`config.mk`:
```
export PLATFORM = sky130hd
export DESIGN_NAME = fifo_ram_ctrl
export DESIGN_NICKNAME = d
export VERILOG_FILES = /design/src/rtl/fifo_ram_ctrl.sv
export SDC_FILE = /design/constraint.sdc
export NUM_CORES = 1
export LEC_CHECK = 0
export BUFFER_PORTS_ARGS = -buffer_cell sky130_fd_sc_hd__buf_4
export CORE_MARGIN = 5
export CORE_UTILIZATION = 41
export DETAILED_ROUTE_END_ITERATION = 8
export PLACE_DENSITY_LB_ADDON = 0.08
export SYNTH_ARGS = -nofsm -noshare
export SYNTH_HDL_FRONTEND = slang
export SYNTH_SLANG_ARGS = --single-unit
```
`constraint.sdc`:
```
create_clock -name clk -period 4.2 [get_ports clk]
set_input_delay 0.84 -clock clk [delete_from_list [all_inputs] [get_ports clk]]
set_output_delay 0.84 -clock clk [all_outputs]
set_load 0.005 [all_outputs]
```
`src/rtl/fifo_ram_ctrl.sv`:
```
// ---------------------------------------------------------------------------
// fifo_ram_ctrl
// Synchronous FIFO controller for an external dual-port RAM.
// RAM port 0 is used only for writes and port 1 only for reads. The oldest
// word is kept in a one-entry output register, so the total capacity is
// 2**ADDR_WIDTH words: RAM entries plus the output register.
//
// Ports
//   clk, rst_n         single clock; synchronous active-low reset
//   flush              synchronous clear of all contents (active-high)
//   wr_valid/wr_ready  push handshake, wr_data is the pushed word
//   rd_valid/rd_ready  pop handshake, rd_data is the registered head word
//   count              words held (RAM entries plus output register)
//   full/empty         count == DEPTH / count == 0
//   almost_full        count >= AF_LEVEL
//   ram_*_0            RAM write port (address, chip enable, write, data)
//   ram_*_1            RAM read port; ram_data_1 is combinational from ram_addr_1
// ---------------------------------------------------------------------------
module fifo_ram_ctrl #(
  parameter int DATA_WIDTH = 8,
  parameter int ADDR_WIDTH = 8,
  parameter int AF_LEVEL   = (1 << ADDR_WIDTH) - 2
) (
  input  logic                  clk,
  input  logic                  rst_n,
  input  logic                  flush,
  input  logic                  wr_valid,
  output logic                  wr_ready,
  input  logic [DATA_WIDTH-1:0] wr_data,
  output logic                  rd_valid,
  input  logic                  rd_ready,
  output logic [DATA_WIDTH-1:0] rd_data,
  output logic [ADDR_WIDTH:0]   count,
  output logic                  full,
  output logic                  empty,
  output logic                  almost_full,
  output logic [ADDR_WIDTH-1:0] ram_addr_0,
  output logic                  ram_ce_0,
  output logic                  ram_wr_0,
  output logic [DATA_WIDTH-1:0] ram_data_0,
  output logic [ADDR_WIDTH-1:0] ram_addr_1,
  output logic                  ram_ce_1,
  output logic                  ram_wr_1,
  input  logic [DATA_WIDTH-1:0] ram_data_1
);

  localparam logic [ADDR_WIDTH:0] DEPTH_C = {1'b1, {ADDR_WIDTH{1'b0}}};
  localparam logic [ADDR_WIDTH:0] ONE_C   = {{ADDR_WIDTH{1'b0}}, 1'b1};

  typedef enum logic {
    OUT_EMPTY = 1'b0,
    OUT_VALID = 1'b1
  } out_state_t;

  out_state_t state, state_next;

  // Pointers carry an extra wrap bit so that wr_ptr - rd_ptr spans 0..DEPTH.
  logic [ADDR_WIDTH:0] wr_ptr, rd_ptr;
  logic [ADDR_WIDTH:0] ram_used;
  logic                push, pop, load;

  assign ram_used = wr_ptr - rd_ptr;

  assign full        = (count == DEPTH_C);
  assign empty       = (count == '0);
  assign almost_full = (int'(count) >= AF_LEVEL);
  assign wr_ready    = !full;
  assign rd_valid    = (state == OUT_VALID);

  // Reset and flush override the handshakes, so no RAM write is issued in
  // a flush cycle even if the producer is offering data.
  assign push = wr_valid && wr_ready && rst_n && !flush;
  assign pop  = rd_valid && rd_ready && rst_n && !flush;

  assign ram_addr_0 = wr_ptr[ADDR_WIDTH-1:0];
  assign ram_ce_0   = push;
  assign ram_wr_0   = push;
  assign ram_data_0 = wr_data;
  assign ram_addr_1 = rd_ptr[ADDR_WIDTH-1:0];
  assign ram_ce_1   = 1'b1;
  assign ram_wr_1   = 1'b0;

  // Output stage: decide when the head register is (re)loaded from RAM.
  always_comb begin
    state_next = state;
    load       = 1'b0;
    case (state)
      OUT_EMPTY: begin
        if (ram_used != '0) begin
          load       = 1'b1;
          state_next = OUT_VALID;
        end
      end
      OUT_VALID: begin
        if (pop) begin
          if (ram_used != '0) begin
            load = 1'b1;
          end else begin
            state_next = OUT_EMPTY;
          end
        end
      end
      default: state_next = OUT_EMPTY;
    endcase
  end

  always_ff @(posedge clk) begin
    if (!rst_n || flush) begin
      state <= OUT_EMPTY;
    end else begin
      state <= state_next;
    end
  end

  always_ff @(posedge clk) begin
    if (!rst_n || flush) begin
      wr_ptr  <= '0;
      rd_ptr  <= '0;
      count   <= '0;
      rd_data <= '0;
    end else begin
      if (push) begin
        wr_ptr <= wr_ptr + ONE_C;
      end
      if (load) begin
        rd_ptr  <= rd_ptr + ONE_C;
        rd_data <= ram_data_1;
      end
      case ({push, pop})
        2'b10:   count <= count + ONE_C;
        2'b01:   count <= count - ONE_C;
        default: count <= count;
      endcase
    end
  end

endmodule

```
* Word-level counts from Yosys, hierarchy flattened
Index checks and enable logic that the tools add are counted.
Storage, ports and cells: flip-flop bits (word level) 36, logic and storage cells 34, bits of input ports 21, output and inout port bits 50
Cells by class: add/sub/neg operators 5, equal/unequal tests 3, multiplexer cells 6, reduce and logical (&&, ||, !) cells 13, bitwise operators 1, magnitude comparators 1
Operators with widths (count):
- $add 9x1->9 const B | 3
- $pmux 9 s2 | 1
- $eq 9x9->1 const B | 1
- $ge 9x8->1 const B | 1
- $logic_not 9->1 | 1
- $reduce_bool 9->1 | 1
- $sub 9x1->9 const B | 1
- $sub 9x9->9 | 1
- $logic_and 1x1->1 | 6
- $pmux 1 s2 | 2
- $logic_not 1->1 | 3
- $mux 1 | 3
- $eq 2x1->1 const B | 1
- $eq 2x2->1 const B | 1
- $reduce_bool 2->1 | 1
- $logic_or 1x1->1 | 1
- $not 1->1 | 1

* Longest topological paths before layout
word-level depth 7, gate-level depth with buffers 12, gate-level depth less buffers 12

* Least setup slack after synthesis
Ideal clock, no wire load.
path kind input to register, start input port wr_valid, end register count[8], arrival time 3.505 ns, setup time 0.059 ns, stages 12, setup slack 0.637 ns, path through inv_1 > a31oi_1 > nand2_1 > ha_1 > fa_1 > a21o_1 > a21oi_1 > o21bai_1 > a2111oi_0 > o21ai_0 > a211oi_1 > a31o_1
Between the ends: word-level cells in the longest chain between the ends 5, elaborated cells on any way between the ends 7, classes of those cells eq/ne: 2; mux: 1; reduce/logical: 4
Ends and longest elaborated chain:
- start, declared | line 27 | input logic wr_valid,
- $logic_and 1x1->1 (*) (3 in a row) | line 72 | assign push = wr_valid && wr_ready && rst_n && !flush;
- $eq 2x1->1 or $eq 2x2->1 (tied branches) | line 129 | case ({push, pop})
- $pmux 9 s2 or $reduce_bool 2->1 (tied branches)
- end signal, assigned | line 130 | 2'b10: count <= count + ONE_C;
- end signal, assigned | line 131 | 2'b01: count <= count - ONE_C;
- end signal, assigned | line 132 | default: count <= count;
- end, declared | line 33 | output logic [ADDR_WIDTH:0] count,
Every way passes the cells marked *; elsewhere a longest branch is shown, timed or not. A chain may end at the register's enable or synchronous reset.

* Final worst setup path
start register count[1], end register count[8]
Between the ends: word-level cells in the longest chain between the ends 7, elaborated cells on any way between the ends 11, classes of those cells add/sub: 2; eq/ne: 3; mux: 1; reduce/logical: 5
Ends and longest elaborated chain:
- $eq 9x9->1 | line 64 | assign full = (count == DEPTH_C);
- $logic_not 1->1 | line 67 | assign wr_ready = !full;
- $logic_and 1x1->1 (3 in a row) | line 72
- $eq 2x1->1 or $eq 2x2->1 (tied branches) | line 129
- $pmux 9 s2 or $reduce_bool 2->1 (tied branches)
Several ways; a longest one is shown, not always the timed one.

==> results.json <==
{
  "status": "complete, no violations",
  "yosysWarnings": 0,
  "clock-sinks": 36,
  "maxCapViolations": 0,
  "num_rows": 27,
  "ys_seq_area_frac": 0.303,
  "synth_cell_types": 47,
  "ctsRootBufferMaster": "clkbuf_8",
  "crit_path_start_kind": "register",
  "clk_path_buf_depth": 2,
  "setup_tns_ns": 0,
  "ir_drop_v": 0.000230,
  "hold_depth": 2,
  "io_pins": 71,
  "async_flop_share": 0,
  "core_sq_um": 5570,
  "synthTopCellsByArea": "dfxtp_1, ha_1, buf_4",
  "cts_resized": 0,
  "reg2regPathDepth": 12,
  "cts_buffers": 5,
  "syn_area_per_cell_sq_um": 8.30,
  "final_net_count": 355,
  "drive_gt1_frac": 0.216,
  "synth_compound_area_frac": 0.149,
  "finClkSkew_ns": 0.00879,
  "worstPathRequired_ns": 4.44,
  "grt_remaining_overflow": 0,
  "antenna_found_initial": 0,
  "path_max_fanout": 10,
  "fin_cells": 387,
  "synth_top_area_cell": "dfxtp_1",
  "finalCritPeriodShare": 0.847,
  "path_class": "register to register",
  "postCtsSetupRepairBufs": 0,
  "design_area_sq_um": 2730,
  "wirelength_um": 5260,
  "rsz0062_at_grt": "false",
  "synth_top_family_by_area": "simple AND/OR/NAND/NOR gates",
  "layout_commonest_cell": "buf_4",
  "power.leakage_nw": 1.26,
  "powerDensity_nw_per_um2": 350,
  "start_util": 0.427,
  "gp_congestion": 0.875,
  "grt_pass1_vias": 1860,
  "fin_crit_ns": 3.56,
  "synth.top_cell.area_share": 0.303,
  "fp.dieW_um": 86.2,
  "place_inst": 380,
  "place_hpwl_um": 4040,
  "setup.worst_path.end_class": "register",
  "area_delta_synth_final_pct": 14.4,
  "pre_cts_ws_ns": 0.393,
  "die_area_sq_um": 7430,
  "syn_area_sq_um": 2380,
  "syn_inst": 287,
  "hold_path.class": "register to register",
  "fp.dieH_um": 86.2,
  "antenna_cells": 0,
  "setup_viol": 0,
  "syn_nets": 327,
  "relSlewSlack": 0.466,
  "ant_nets": 0,
  "synth_edf_count": 0,
  "worstPathArrival_ns": 3.79,
  "grt_usage": 0.149,
  "synth-main-ff-cell": "dfxtp_1",
  "synthSimpleGateAreaFrac": 0.196,
  "clk_pin_slew_ns": 0.07,
  "grt_pass1_wl_um": 8940,
  "muxShareOfSynthArea": 0.0609,
  "drt_iter0_markers": 110,
  "synthXorXnorAreaFrac": 0.0588,
  "total_power_mw": 0.953,
  "synthAdderAreaFrac": 0.103,
  "post_drt_wl_per_cell_um": 13.6,
  "ctsHoldBuffers": 0,
  "ys_ff_latch": 36,
  "drv_slew": 0,
  "fmax_ghz": 0.281,
  "fin_ws_ns": 0.642,
  "drtPass1Iterations": 4,
  "vias": 1968,
  "cts_tree": "done",
  "finalHoldViolCount": 0,
  "placed_area_sq_um": 2650,
  "drcViolationCount": 0,
  "portBuffers": 52,
  "avgViaCountPerCell": 5.09,
  "h-tree-depth": 2,
  "tightest_slew_ns": 0.801,
  "layout_common_cells": "buf_4, dfxtp_1, nor2_1",
  "grt_max_degree": 23,
  "clk_latency_ns": 0.29
}
==> flip-flops by register name, summed over array words and instances, names as in the netlist <==
| name | count |
|---|---|
| rd_data | 8 |
| wr_ptr | 9 |
| rd_valid | 1 |
| count | 9 |
| rd_ptr | 9 |
==> synth_stat cells (2+ instances only) <==
cell,number
a31oi_1,2
and3_1,3
inv_1,15
and2_1,3
dfxtp_1,36
mux2i_1,13
o21ai_1,3
o21bai_1,3
clkbuf_1,6
a21o_1,3
nand3_1,8
o21ai_0,5
conb_1,2
o31ai_1,2
nor3_1,2
ha_1,18
o21a_1,2
nand2_1,16
buf_4,28
nand3b_1,2
nor2b_1,2
xnor2_1,9
or4_1,4
or3_1,5
nor2_1,35
nand4_1,5
nor4_1,2
o211ai_1,4
xor2_1,7
nand2b_1,5
a21oi_1,21
==> cell families after synthesis <==
logic type | Yosys count
AND/OR/NAND/NOR | 95
AO/OA/AOI/OAI | 55
buffers and inverters | 50
flip-flops | 36
adder cells (fa/ha/maj) | 19
XOR/XNOR | 16
multiplexers | 14
other | 2
==> metal layers <==
layer / up-vias / track usage / wire [um]
li1: 1024 / - / -
met1: 903 / 0.201 / 2500
met2: 35 / 0.238 / 2480
met3: 6 / 0.0352 / 223
met4: 0 / 0.0439 / 57
met5: - / 0 / 0
==> power breakdown <==
part | switching (mW) | total [mW] | internal, mW
logic | 0.170 | 0.324 | 0.154
registers | 0.0245 | 0.393 | 0.369
clock network | 0.123 | 0.236 | 0.113
total | 0.317 | 0.953 | 0.636
==> worst paths after layout <==
check	slack, ns	endpoint	start
min	0.50	rd_ptr[8]	rd_ptr[8]
max	0.64	count[8]	count[1]
min reg2reg	0.50	rd_ptr[8]	rd_ptr[8]
max reg2reg	0.64	count[8]	count[1]
==> per-stage QoR <==
stage,hold WS [ns],utilization
2_1_floorplan,0.471,-
3_3_place_gp,0.479,0.475
3_5_place_dp,0.490,0.475
4_1_cts,0.504,0.489
5_1_grt,0.533,0.489
6_report,0.499,0.489
==> final cells by class <==
| type | instances | area [sq um] |
|---|---|---|
| repair buffers | 56 | 420 |
| multi-input cells | 201 | 1360 |
| clock inverters | 1 | 5.00 |
| clock buffers | 6 | 72.6 |
| inverters | 15 | 56.3 |
| well taps | 72 | 90.1 |
| flip-flops and latches | 36 | 721 |
| fillers | 567 | 2850 |
==> critical path, stage by stage (launching register included) <==
cell	delay (ns)
dfxtp_1	0.38
nor4_1	0.46
a31oi_1	0.19
nand2_1	0.13
ha_1	0.40
ha_1	0.34
a21o_1	0.16
a21oi_1	0.22
o21bai_1	0.11
a2111oi_0	0.50
o21ai_0	0.23
a211oi_1	0.26
a31o_1	0.12
(Power assumes the default switching activity.)
